$ cat src/rtl/average_read_control.sv
// average_read_control
// Read-side sequencer for the 16-lane average-pooling buffer. A start pulse
// walks the buffer in write-path lane groups (opcodes 32..37, three lanes per
// group, lane 15 alone in group 5). It accumulates the 16 signed lanes and
// returns their floor mean over a valid/ready handshake.
//
// Handshake: o_avg is transferred on a rising edge where o_avgValid and
// i_avgReady are both high. While o_avgValid is high, o_avg does not change.
// o_avgValid stays high until that transfer happens.
//
// Ports:
//   i_clk, i_rst_n  clock, asynchronous active-low reset
//   i_start         request pulse, sampled only in IDLE
//   o_busy          high in every state except IDLE
//   o_rdOpcode      group opcode being read (32..37), 0 when no read
//   o_selRead       lane read mask for the current group, 0 when no read
//   i_rdData        three lane slots, returned one cycle after the select
//   o_avg           signed mean of the 16 lanes (sum >>> 4)
//   o_avgValid      o_avg valid, held until accepted
//   i_avgReady      downstream accept
//   o_dbg_state     current FSM state (IDLE=0, ISSUE=1, DRAIN=2, OUT=3)
module average_read_control #(
  parameter int DATA_W = 16,
  parameter int ACC_W  = DATA_W + 4
) (
  input  logic                  i_clk,
  input  logic                  i_rst_n,
  input  logic                  i_start,
  output logic                  o_busy,
  output logic [5:0]            o_rdOpcode,
  output logic [15:0]           o_selRead,
  input  logic [3*DATA_W-1:0]   i_rdData,
  output logic [DATA_W-1:0]     o_avg,
  output logic                  o_avgValid,
  input  logic                  i_avgReady,
  output logic [1:0]            o_dbg_state
);

  typedef enum logic [1:0] {
    S_IDLE  = 2'd0,
    S_ISSUE = 2'd1,
    S_DRAIN = 2'd2,
    S_OUT   = 2'd3
  } state_t;

  state_t                   state_q, state_d;
  logic [2:0]               g_q, g_d;
  logic signed [ACC_W-1:0]  acc_q, acc_d;
  logic                     pend_q, pend_d;    // a select was issued last cycle
  logic                     plast_q, plast_d;  // ...and it was group 5
  logic                     busy_q, busy_d;
  logic [5:0]               opcode_q, opcode_d;
  logic [15:0]              sel_q, sel_d;
  logic [DATA_W-1:0]        avg_q, avg_d;
  logic                     valid_q, valid_d;

  logic signed [DATA_W-1:0] s0, s1, s2;
  logic signed [ACC_W-1:0]  grp_sum, sum_next, sum_shift;
  logic [2:0]               g_next;

  function automatic logic [15:0] group_mask(input logic [2:0] g);
    case (g)
      3'd0:    group_mask = 16'h0007;
      3'd1:    group_mask = 16'h0038;
      3'd2:    group_mask = 16'h01C0;
      3'd3:    group_mask = 16'h0E00;
      3'd4:    group_mask = 16'h7000;
      3'd5:    group_mask = 16'h8000;
      default: group_mask = 16'h0000;
    endcase
  endfunction

  always_comb begin
    s0 = i_rdData[0*DATA_W +: DATA_W];
    s1 = i_rdData[1*DATA_W +: DATA_W];
    s2 = i_rdData[2*DATA_W +: DATA_W];

    // Group 5 carries only lane 15; its upper slots are undefined.
    if (plast_q) grp_sum = ACC_W'(s0);
    else         grp_sum = ACC_W'(s0) + ACC_W'(s1) + ACC_W'(s2);

    // Data is on i_rdData exactly one cycle after its select, so the add is
    // qualified by the registered "select issued" flag rather than the state.
    sum_next  = pend_q ? (acc_q + grp_sum) : acc_q;
    sum_shift = sum_next >>> 4;
    g_next    = g_q + 3'd1;

    state_d  = state_q;
    g_d      = g_q;
    acc_d    = sum_next;
    pend_d   = (state_q == S_ISSUE);
    plast_d  = (state_q == S_ISSUE) && (g_q == 3'd5);
    busy_d   = busy_q;
    opcode_d = opcode_q;
    sel_d    = sel_q;
    avg_d    = avg_q;
    valid_d  = valid_q;

    case (state_q)
      S_IDLE: begin
        if (i_start) begin
          state_d  = S_ISSUE;
          g_d      = 3'd0;
          acc_d    = '0;
          busy_d   = 1'b1;
          opcode_d = 6'd32;
          sel_d    = group_mask(3'd0);
        end
      end
      S_ISSUE: begin
        if (g_q == 3'd5) begin
          state_d  = S_DRAIN;
          g_d      = 3'd0;
          opcode_d = 6'd0;
          sel_d    = 16'h0000;
        end else begin
          g_d      = g_next;
          opcode_d = 6'd32 + {3'b000, g_next};
          sel_d    = group_mask(g_next);
        end
      end
      S_DRAIN: begin
        // sum_next already includes group 5; the sum of 16 DATA_W values
        // divided by 16 always fits back into DATA_W.
        state_d = S_OUT;
        avg_d   = sum_shift[DATA_W-1:0];
        valid_d = 1'b1;
      end
      S_OUT: begin
        if (i_avgReady) begin
          state_d = S_IDLE;
          valid_d = 1'b0;
          busy_d  = 1'b0;
        end
      end
      default: state_d = S_IDLE;
    endcase
  end

  always_ff @(posedge i_clk or negedge i_rst_n) begin
    if (!i_rst_n) begin
      state_q  <= S_IDLE;
      g_q      <= 3'd0;
      acc_q    <= '0;
      pend_q   <= 1'b0;
      plast_q  <= 1'b0;
      busy_q   <= 1'b0;
      opcode_q <= 6'd0;
      sel_q    <= 16'h0000;
      avg_q    <= '0;
      valid_q  <= 1'b0;
    end else begin
      state_q  <= state_d;
      g_q      <= g_d;
      acc_q    <= acc_d;
      pend_q   <= pend_d;
      plast_q  <= plast_d;
      busy_q   <= busy_d;
      opcode_q <= opcode_d;
      sel_q    <= sel_d;
      avg_q    <= avg_d;
      valid_q  <= valid_d;
    end
  end

  assign o_busy      = busy_q;
  assign o_rdOpcode  = opcode_q;
  assign o_selRead   = sel_q;
  assign o_avg       = avg_q;
  assign o_avgValid  = valid_q;
  assign o_dbg_state = state_q;

endmodule
$ cat config.mk
export PLATFORM = sky130hd
export DESIGN_NAME = average_read_control
export DESIGN_NICKNAME = d
export VERILOG_FILES = /design/src/rtl/average_read_control.sv
export SDC_FILE = /design/constraint.sdc
export NUM_CORES = 1
export LEC_CHECK = 0
export CORE_AREA = 2 2 99 92
export DETAILED_ROUTE_END_ITERATION = 7
export DIE_AREA = 0 0 101 94
export PLACE_DENSITY = 0.93
export SLEW_MARGIN = 30
export SYNTH_ARGS = -nofsm -noshare
export SYNTH_HDL_FRONTEND = slang
export SYNTH_SLANG_ARGS = --single-unit
$ cat constraint.sdc
create_clock -name i_clk -period 4.9 [get_ports i_clk]
set_input_delay 0.49 -clock i_clk [delete_from_list [all_inputs] [get_ports i_clk]]
set_output_delay 0.49 -clock i_clk [all_outputs]
set_load 0.005 [all_outputs]
==> flow_metrics.tcl, run 1 <==
set metrics [dict create \
    grt_max_degree 53 \
    htreeDepth 2 \
    cts_buffers 5 \
    reg2reg_depth 10 \
    crit_start "i_rdData[19]" \
    r2r_start "plast_q" \
    synth_edf_count 0 \
    ys_seq_area_share_pct 28.7 \
    drive_above_1_share_pct 15.0 \
    port_buffers 91 \
    yosys_warnings 0 \
    n_antenna_cell 0 \
    synth_top_cell_by_area "dfrtp_1" \
    design_area_um2 5930 \
    startpoint_type "input pin" \
    path_class "in2reg" \
    power.density_nw_per_um2 636 \
    area_growth_syn_to_layout_pct 30.9 \
    cts.reportedPaths.clkPinSlew_ns 0.10 \
    viasPerCell 6.02 \
    min_period_over_period_pct 97.0 \
    worstSetupEndpointType "register" \
    cts.sinks 52 \
    gr-usage-all-layers_pct 25.0 \
    die_height_um 94 \
    syn_area_per_cell_um2 8.69 \
    pre_cts_ws_ns -0.385 \
    synth_top_area_share_pct 28.7 \
    clock.fmax_mhz 210 \
    crit_slowest_cell "clkdlybuf4s50_1" \
    path_cells "clkdlybuf4s50_1 > fa_1 > ha_2 > and4b_2 > o31ai_4 > a21o_1 > buf_6 > a211oi_1 > nor2_1 > xor2_1 > o21ai_1 > ha_4 > a21oi_2 > o21a_1 > o22ai_1 > nor3_1 > o31a_1 > xnor2_2 > or3_4 > a31oi_1" \
    dp_hpwl_um 9090 \
    worst_slew_pin_slew_ns 0.775 \
    fp.dieW_um 101 \
    die_area_um2 9490 \
    slew_viol_final 0 \
    rr_endpoint "o_avg[13]" \
    synth-seq-cells 52 \
    rrSetupSlack_ns 1.59 \
    num_rows 32 \
    placed_cell_area_um2 5620 \
    totalWireLength_um 12500 \
    dr.pass1.iters 5 \
    grt_pass1_vias 4158 \
    crit_fanout 6 \
    ir_drop_mv 0.331 \
    antenna_found_initial 0 \
    start_util_pct 53.9 \
    synth_area_um2 4530 \
    fin_nets 741 \
    status "finished clean" \
    synth_ff_type "dfrtp_1" \
    wl_per_cell_um 17.2 \
    first_iter_violations 235 \
    async_flop_share_pct 100 \
    drc_errors 0 \
    synthTopCellsByArea "dfrtp_1 29%, ha_1 12%, fa_1 8.0%" \
    vias 4385 \
    timing.slew.headroom_pct 48.3 \
    period_needed_ns 4.75 \
    grt_pass1_wl_um 18900 \
    critPathRequiredTime_ns 5.14 \
    hold_viol 0 \
    coreArea_um2 8410 \
    root_buffer "clkbuf_8" \
    drv_cap 0 \
    syn_inst 521 \
    cts_hold_buffers 0 \
    min_path_type "in2async" \
    slowest_delay_ns 0.49 \
    setup_tns_ns 0 \
    power_leakage_uw 0.00267 \
    finalSetupViolCount 0 \
    routabilityCongestion 0.904 \
    worstPathArrival_ns 4.99 \
    clock_path_buffers 2 \
    clk_latency_ns 0.31 \
    cts_tree "yes" \
    layout_setup_ws_ns 0.146 \
    skew_ns 0.0111 \
    overflow 0 \
    ant_nets 0 \
    io-pin-count 94 \
    synth.distinct_cells 58 \
]
logic make-up (layout without fill, tap and decap cells):
kind of cell | count (synthesis) | in the layout | share of synthesized area, %
simple gates | 161 | 161 | 16.7
compound gates | 143 | 143 | 19.7
fa+ha+maj | 62 | 62 | 20.1
buf+inv | 60 | 165 | 6.02
flops | 52 | 52 | 28.7
xor+xnor | 26 | 26 | 5.03
mux | 16 | 16 | 3.62
other cells | 1 | 2 | 0.0828
cell usage in the layout (no fill, tap or decap), types with 17 or more instances in the layout:
cell type,n
inv_1,25
dfrtp_1,50
clkdlybuf4s50_1,82
nand2_1,47
nor2_1,56
o21ai_0,22
ha_1,40
fa_1,17
buf_4,38
a21oi_1,45
worst max path at each step:
stage	to	slack (ns)	depth (start not counted)
floorplan	o_avg[13]	0.61	20
global placement	o_avg[13]	-0.19	21
detailed placement	o_avg[13]	-0.38	21
CTS	o_avg[13]	0.01	20
global route	o_avg[15]	-0.07	20
finish	o_avg[15]	0.15	20
final cells by class:
class	count	area (um2)
multi-input cells	410	3090
fillers	638	2480
flip-flops and latches	52	1300
repair buffers	130	1220
well taps	102	128
inverters	28	105
clock buffers	5	68.8
clock inverters	2	12.5
power by group:
part           internal (uW)  switching [uW]  total (uW)
clock                   97.1             142         240
combinational           1310            1400        2710
sequential               627             195         822
total                   2040            1730        3770
through the flow:
stage | power (uW) | hold slack [ns] | cells | util, %
final | 3770 | 0.288 | 729 | 70.5
after CTS | 3560 | 0.321 | 722 | 68.2
after floorplan | 2350 | 0.194 | 522 | -
after global routing | 4050 | 0.342 | 729 | 70.5
after detailed placement | 3280 | 0.504 | 713 | 66.9
after global placement | 3150 | 0.497 | 713 | 66.9
flip-flops by register name (all words and copies together) (netlist names):
signal and count:
acc_q 20, g_q 2, o_avg 16, o_avgValid 1, o_busy 1, o_dbg_state 2, o_rdOpcode 2, o_selRead 6
pend_q 1, plast_q 1
per-layer routing:
layer  share of wire [%]  GRT usage (%)  up-vias
met5                   0              0        -
li1                    -              -     2016
met2                  50           43.7      191
met3                 5.1           3.13       43
met1                  41           31.9     2135
met4                 3.5           8.67        0
synth_stat cells (4+ instances only):
master    number
a211oi_1       7
a21o_1         7
a21oi_1       54
a31oi_1        5
buf_4         12
clkbuf_1      15
dfrtp_1       52
fa_1          18
ha_1          44
inv_1         28
mux2i_1       13
nand2_1       47
nand2b_1       7
nand3_1        5
nand4_1        7
nor2_1        56
nor2b_1       13
nor3_1         8
o211ai_1       4
o211ai_2       4
o21ai_0       29
o21ai_1       10
or3_1          4
xnor2_1       10
xor2_1        16
what timing repair did:
| action | 4_1_cts | 5_1_grt |
|---|---|---|
| resized for setup | 4 | 47 |
| endpoints found under the setup margin | 6 | 15 |
| buffers inserted | 2 | 7 |
| pin swaps | 3 | 31 |
worst max-delay path, delay by kind of cell:
kind | cells | cell delay, ns
simple gates | 4 | 0.97
buf+inv | 2 | 0.63
compound gates | 9 | 1.56
fa+ha+maj | 3 | 1.09
xor+xnor | 2 | 0.25
(Power assumes the default switching activity.)
==> inputs of run 2 (changes only) <==
--- a/config.mk
+++ b/config.mk
@@ -8,7 +8,7 @@
 export CORE_AREA = 2 2 99 92
 export DETAILED_ROUTE_END_ITERATION = 7
 export DIE_AREA = 0 0 101 94
-export PLACE_DENSITY = 0.93
+export PLACE_DENSITY = 0.83
 export SLEW_MARGIN = 30
 export SYNTH_ARGS = -nofsm -noshare
 export SYNTH_HDL_FRONTEND = slang
==> run 2 against run 1 <==
Against the previous run: clock power about the same; die area did not move; routed wire length fell by 9.7%; flip-flop and latch count unchanged; clock skew down 0.0058 ns; critical path depth fell by 1; cell count up 0.41%; register-to-register slack lost 0.06 ns; sequential share of layout area is 0.092 points lower; utilization grew 0.30 points; non-clock buffer count grew 3; critical path type unchanged.
==> flow_metrics.tcl, run 2 (synthesized netlist as in run 1, its figures left out) <==
set metrics [dict create \
    area_growth_syn_to_layout_pct 31.5 \
    die_height_um 94 \
    layout_commonest_cell "clkdlybuf4s50_1" \
    worstSetupEndpointType "register" \
    root_buffer "clkbuf_8" \
    finalSetupViolCount 0 \
    die_area_um2 9490 \
    cts_buffers 5 \
    p_switching_uw 1670 \
    num_rows 32 \
    pre_cts_ws_ns -0.268 \
    first_iter_violations 273 \
    gr-usage-all-layers_pct 23.5 \
    drive_above_1_share_pct 14.6 \
    seq_area_um2 1300 \
    cts.reportedPaths.clkPinSlew_ns 0.09 \
    dr.pass1.iters 5 \
    fin_nets 744 \
    path_cells "clkdlybuf4s50_1 > fa_1 > ha_2 > and4b_2 > o31ai_4 > a21o_1 > a21oi_2 > a211oi_2 > xor2_1 > o21ai_1 > ha_1 > a21o_1 > a21oi_2 > o22ai_1 > nor3_1 > o31a_1 > xnor2_2 > or3_1 > a31oi_1" \
    overflow 0 \
    r2r_start "plast_q" \
    fill_cells 641 \
    p_comb_share_pct 71.5 \
    cp_top_family "compound AO/OA/AOI/OAI gates" \
    port_buffers 91 \
    largest_reg_flops 20 \
    path_class "in2reg" \
    grt_pass1_vias 4052 \
    slew_viol_final 0 \
    worstPathArrival_ns 4.95 \
    worst_slew_pin_slew_ns 0.779 \
    min_path_type "in2async" \
    clk_latency_ns 0.31 \
    pwr-share-clk_pct 6.4 \
    crit_start "i_rdData[4]" \
    mostFrequentLayoutCells "84 x clkdlybuf4s50_1, 56 x nor2_1, 50 x dfrtp_1" \
    rr_endpoint "o_avg[13]" \
    antenna_found_initial 0 \
    power_uw 3710 \
    crit_slowest_cell "fa_1" \
    layout_setup_ws_ns 0.186 \
    cts_tree "yes" \
    swShare_pct 45.0 \
    io-pin-count 94 \
    htreeDepth 2 \
    rrSetupSlack_ns 1.53 \
    slowest_delay_ns 0.57 \
    dp_hpwl_um 8550 \
    critPathRequiredTime_ns 5.13 \
    status "finished clean" \
    startpoint_type "input pin" \
    min_period_over_period_pct 96.2 \
    top_register "acc_q" \
    ant_nets 0 \
    clock_path_buffers 2 \
    grt_pass1_wl_um 18000 \
    timing.slew.headroom_pct 48.1 \
    ir_drop_mv 0.330 \
    power_frac_seq_pct 22.1 \
    viasPerCell 5.76 \
    wl_per_cell_um 15.4 \
    crit_fanout 5 \
    hold_viol 0 \
    cp-endpoint "o_avg[15]" \
    design_area_um2 5950 \
    p_int_uw 2040 \
    vias 4216 \
    start_util_pct 53.9 \
    final_cells 732 \
    reg2reg_depth 10 \
    fp.dieW_um 101 \
    power_leakage_uw 0.00266 \
    drc_errors 0 \
    fin_util_pct 70.8 \
    period_needed_ns 4.71 \
    n_antenna_cell 0 \
    path_depth 19 \
    coreArea_um2 8410 \
    power.density_nw_per_um2 622 \
    skew_ns 0.00527 \
    crit_buf_inv 1 \
    multi_input_area_um2 3100 \
    placed_cell_area_um2 5640 \
    clock.fmax_mhz 212 \
    grt_max_degree 53 \
    routabilityCongestion 0.916 \
    totalWireLength_um 11300 \
    dp.cells 715 \
    drv_cap 0 \
    cts.sinks 52 \
]
[run 2: changes by cell type in the layout (fill, tap and decap cells not counted), sizes merged]
cell           before  now
clkbuf              5    6
clkdlybuf4s50      82   84
dlymetal6s2s        8    6
clkinvlp            1    0
buf                40   43
[run 2: cell type report]
| type | instances | share of cell area (%) |
|---|---|---|
| well taps | 102 | 2.14 |
| flip-flops and latches | 52 | 21.9 |
| multi-input cells | 410 | 52.1 |
| inverters | 28 | 1.77 |
| clock inverters | 1 | 0.0841 |
| clock buffers | 6 | 1.22 |
| repair buffers | 133 | 20.8 |
[run 2: power by group through the flow]
stage / sequential [uW] / clock [uW] / combinational [uW]
global route: 845 / 255 / 2920
finish: 818 / 238 / 2650
global placement: 808 / 0 / 2360
CTS: 814 / 239 / 2460
floorplan: 751 / 0 / 1600
detailed placement: 820 / 0 / 2440
[run 2: per-layer routing]
| layer | wire length (um) | share of wire (%) | up-vias | global-route usage, % |
|---|---|---|---|---|
| met1 | 4890 | 43 | 2037 | 30.8 |
| met4 | 170 | 1.5 | 0 | 5.97 |
| met3 | 550 | 4.9 | 17 | 2.75 |
| met5 | 0 | 0 | - | 0 |
| met2 | 5700 | 50 | 131 | 41.3 |
| li1 | - | - | 2031 | - |
[run 2: how the worst min path moves through the flow]
stage          slack, ns  depth (start not counted)          to       start
2_1_floorplan       0.19                          0    acc_q[0]     i_rst_n
3_3_place_gp        0.50                          1  o_avgValid  o_avgValid
3_5_place_dp        0.51                          2   o_avg[11]   o_avg[11]
4_1_cts             0.32                          2    acc_q[5]     i_rst_n
5_1_grt             0.35                          2    o_avg[4]     i_rst_n
6_report            0.28                          2    o_avg[0]     i_rst_n
[run 2: timing repair]
action | 4_1_cts | 5_1_grt
gates resized for setup | 0 | 42
hold buffers | 0 | 0
endpoints found under the setup margin | 0 | 13
buffers inserted | 0 | 10
[run 2: through the flow]
step	TNS, ns	hold slack [ns]
global route	-0.0403	0.351
global placement	-0.541	0.500
floorplan	0	0.194
detailed placement	-1.78	0.514
finish	0	0.284
CTS	0	0.317
==> variant, RTL diff (flow settings as in run 2) <==
Change the parameter `DATA_W` from 16 to 12. Comments in the files are not updated.
--- a/src/rtl/average_read_control.sv
+++ b/src/rtl/average_read_control.sv
@@ -21,5 +21,5 @@
 //   o_dbg_state     current FSM state (IDLE=0, ISSUE=1, DRAIN=2, OUT=3)
 module average_read_control #(
-  parameter int DATA_W = 16,
+  parameter int DATA_W = 12,
   parameter int ACC_W  = DATA_W + 4
 ) (
Ports: changed (resized i_rdData and o_avg); port bits go from 94 to 78. No check against the original RTL was run, so the function may have changed too.
==> variant against run 2 <==
Count of clock-buffer cells in the layout decreased by 1; synthesized area decreased by 19%; highest routed layer unchanged; sequential cell count decreased by 8; total power decreased by 23%; maximum frequency increased by 1.3%; worst setup slack improved by 63 ps; cell count decreased by 19%; wire length decreased by 21%; non-clock buffer count decreased by 40; critical path type unchanged; cell area decreased by 21%; clock skew increased by 4.9 ps; die area unchanged.
==> variant: results (changes against run 2) <==
metric;value;unit;change
avgSynthCellArea;8.971;um^2;+3.2%
vias_per_cell;5.579;;-3.1%
critPathMaxStageDelay;480;ps;-90 ps
worst_pin_slew;927.9;ps;+149.3 ps
outcome;completed;;
critPathMaxFanout;3;;-2
yosysTopAreaCell;dfrtp_1;;
root_buffer;clkbuf_8;;
fin_cells;591;;-19%
cp-endpoint;o_avg[11]$_DFFE_PN0P_;;
cp-startpoint;i_rdData[13];;
async_flop_share;1.000;;unchanged
r2r_cells;11;;+1
grt_max_degree;45;;-15%
grt_pass1_wl;15230;um;-16%
place_congestion;0.8983;;-1.9%
largest_reg_flops;16;;-20%
grt_usage;0.1978;;-0.03727
ys_seq_area_frac;0.2986;;+0.01124
worstPathArrival;4880;ps;-70 ps
dp_cells;580;;-19%
wirelength;8959;um;-21%
irDropWorstVdd;0.3345;mV;+1.3%
p_sw;1241;uW;-26%
fin_skew;10.21;ps;+4.937 ps
p_leak;0.002105;uW;-21%
synthTopCellsByArea;dfrtp_1 (30%), ha_1 (12%), fa_1 (7.6%);;
pre_cts_ws;-222.3;ps;+45.56 ps
final.period_utilization;0.9493;;-0.01278
first_iter_violations;193;;-29%
fin_hold_ws;176.9;ps;-107.1 ps
port_buffers;75;;-18%
hpwl;7013;um;-18%
clk_pin_slew_worst_paths;90;ps;about the same
yosysUniqueCellTypes;57;;-1.7%
worst_path_max_delay_cell;or4_4;;
synth_common_cells;dfrtp_1 (44), nor2_1 (39), ha_1 (35);;
r2r_end;o_avg[6]$_DFFE_PN0P_;;
hold_path.class;in -> async;;
antenna_cells;0;;unchanged
drive_gt1_frac;0.09407;;-0.05196
cts_buffers;5;;unchanged
placed_cell_area;4521;um^2;-20%
drt_pass1_iterations;4;;-1
-- variant: per-layer routing --
layer | share of wire | track usage | routed length [um] | vias to the layer above
met4 | 0.0071 | 0.04392 | 64 | 0
met1 | 0.45 | 0.2583 | 4038 | 1597
met3 | 0.062 | 0.02976 | 556 | 8
met2 | 0.48 | 0.3461 | 4299 | 92
li1 | - | - | - | 1600
met5 | 0 | 0 | 0 | -
-- variant: power by group through the flow --
stage | clock network (uW) | registers (uW) | logic (uW)
detailed placement | 0 | 687 | 1840
finish | 289 | 683 | 1890
global placement | 0 | 675 | 1770
CTS | 297 | 683 | 1860
floorplan | 0 | 630 | 1280
global route | 309 | 709 | 2110
-- variant: kinds of logic (layout without fill, tap and decap cells) --
group	count (synthesis)	count (layout)	synth area share
AO/OA/AOI/OAI	120	120	0.2080
AND/OR/NAND/NOR	119	119	0.1581
buffers and inverters	51	128	0.07058
adder cells (fa/ha/maj)	49	49	0.1948
flip-flops	44	44	0.2986
XOR/XNOR	15	15	0.03563
multiplexers	12	12	0.03325
other	1	2	0.001017
-- variant: area by class of cell --
cell class	count	area [um^2]
repair buffers	93	885.9
inverters	27	101.3
multi-input cells	317	2352
well taps	102	127.6
clock inverters	3	47.55
fillers	748	3724
flip-flops and latches	44	1101
clock buffers	5	68.82
-- variant: stage by stage --
step                power (uW)  utilization
finish                    2861       0.5571
global route              3131       0.5571
CTS                       2839       0.5515
detailed placement        2532       0.5376
global placement          2450       0.5374
floorplan                 1908            -
-- variant: critical path: cells and delay by family --
family,cells,cell delay [ps]
AND/OR/NAND/NOR,5,1050
buffers and inverters,4,630
AO/OA/AOI/OAI,7,1250
XOR/XNOR,1,150
adder cells (fa/ha/maj),4,1290
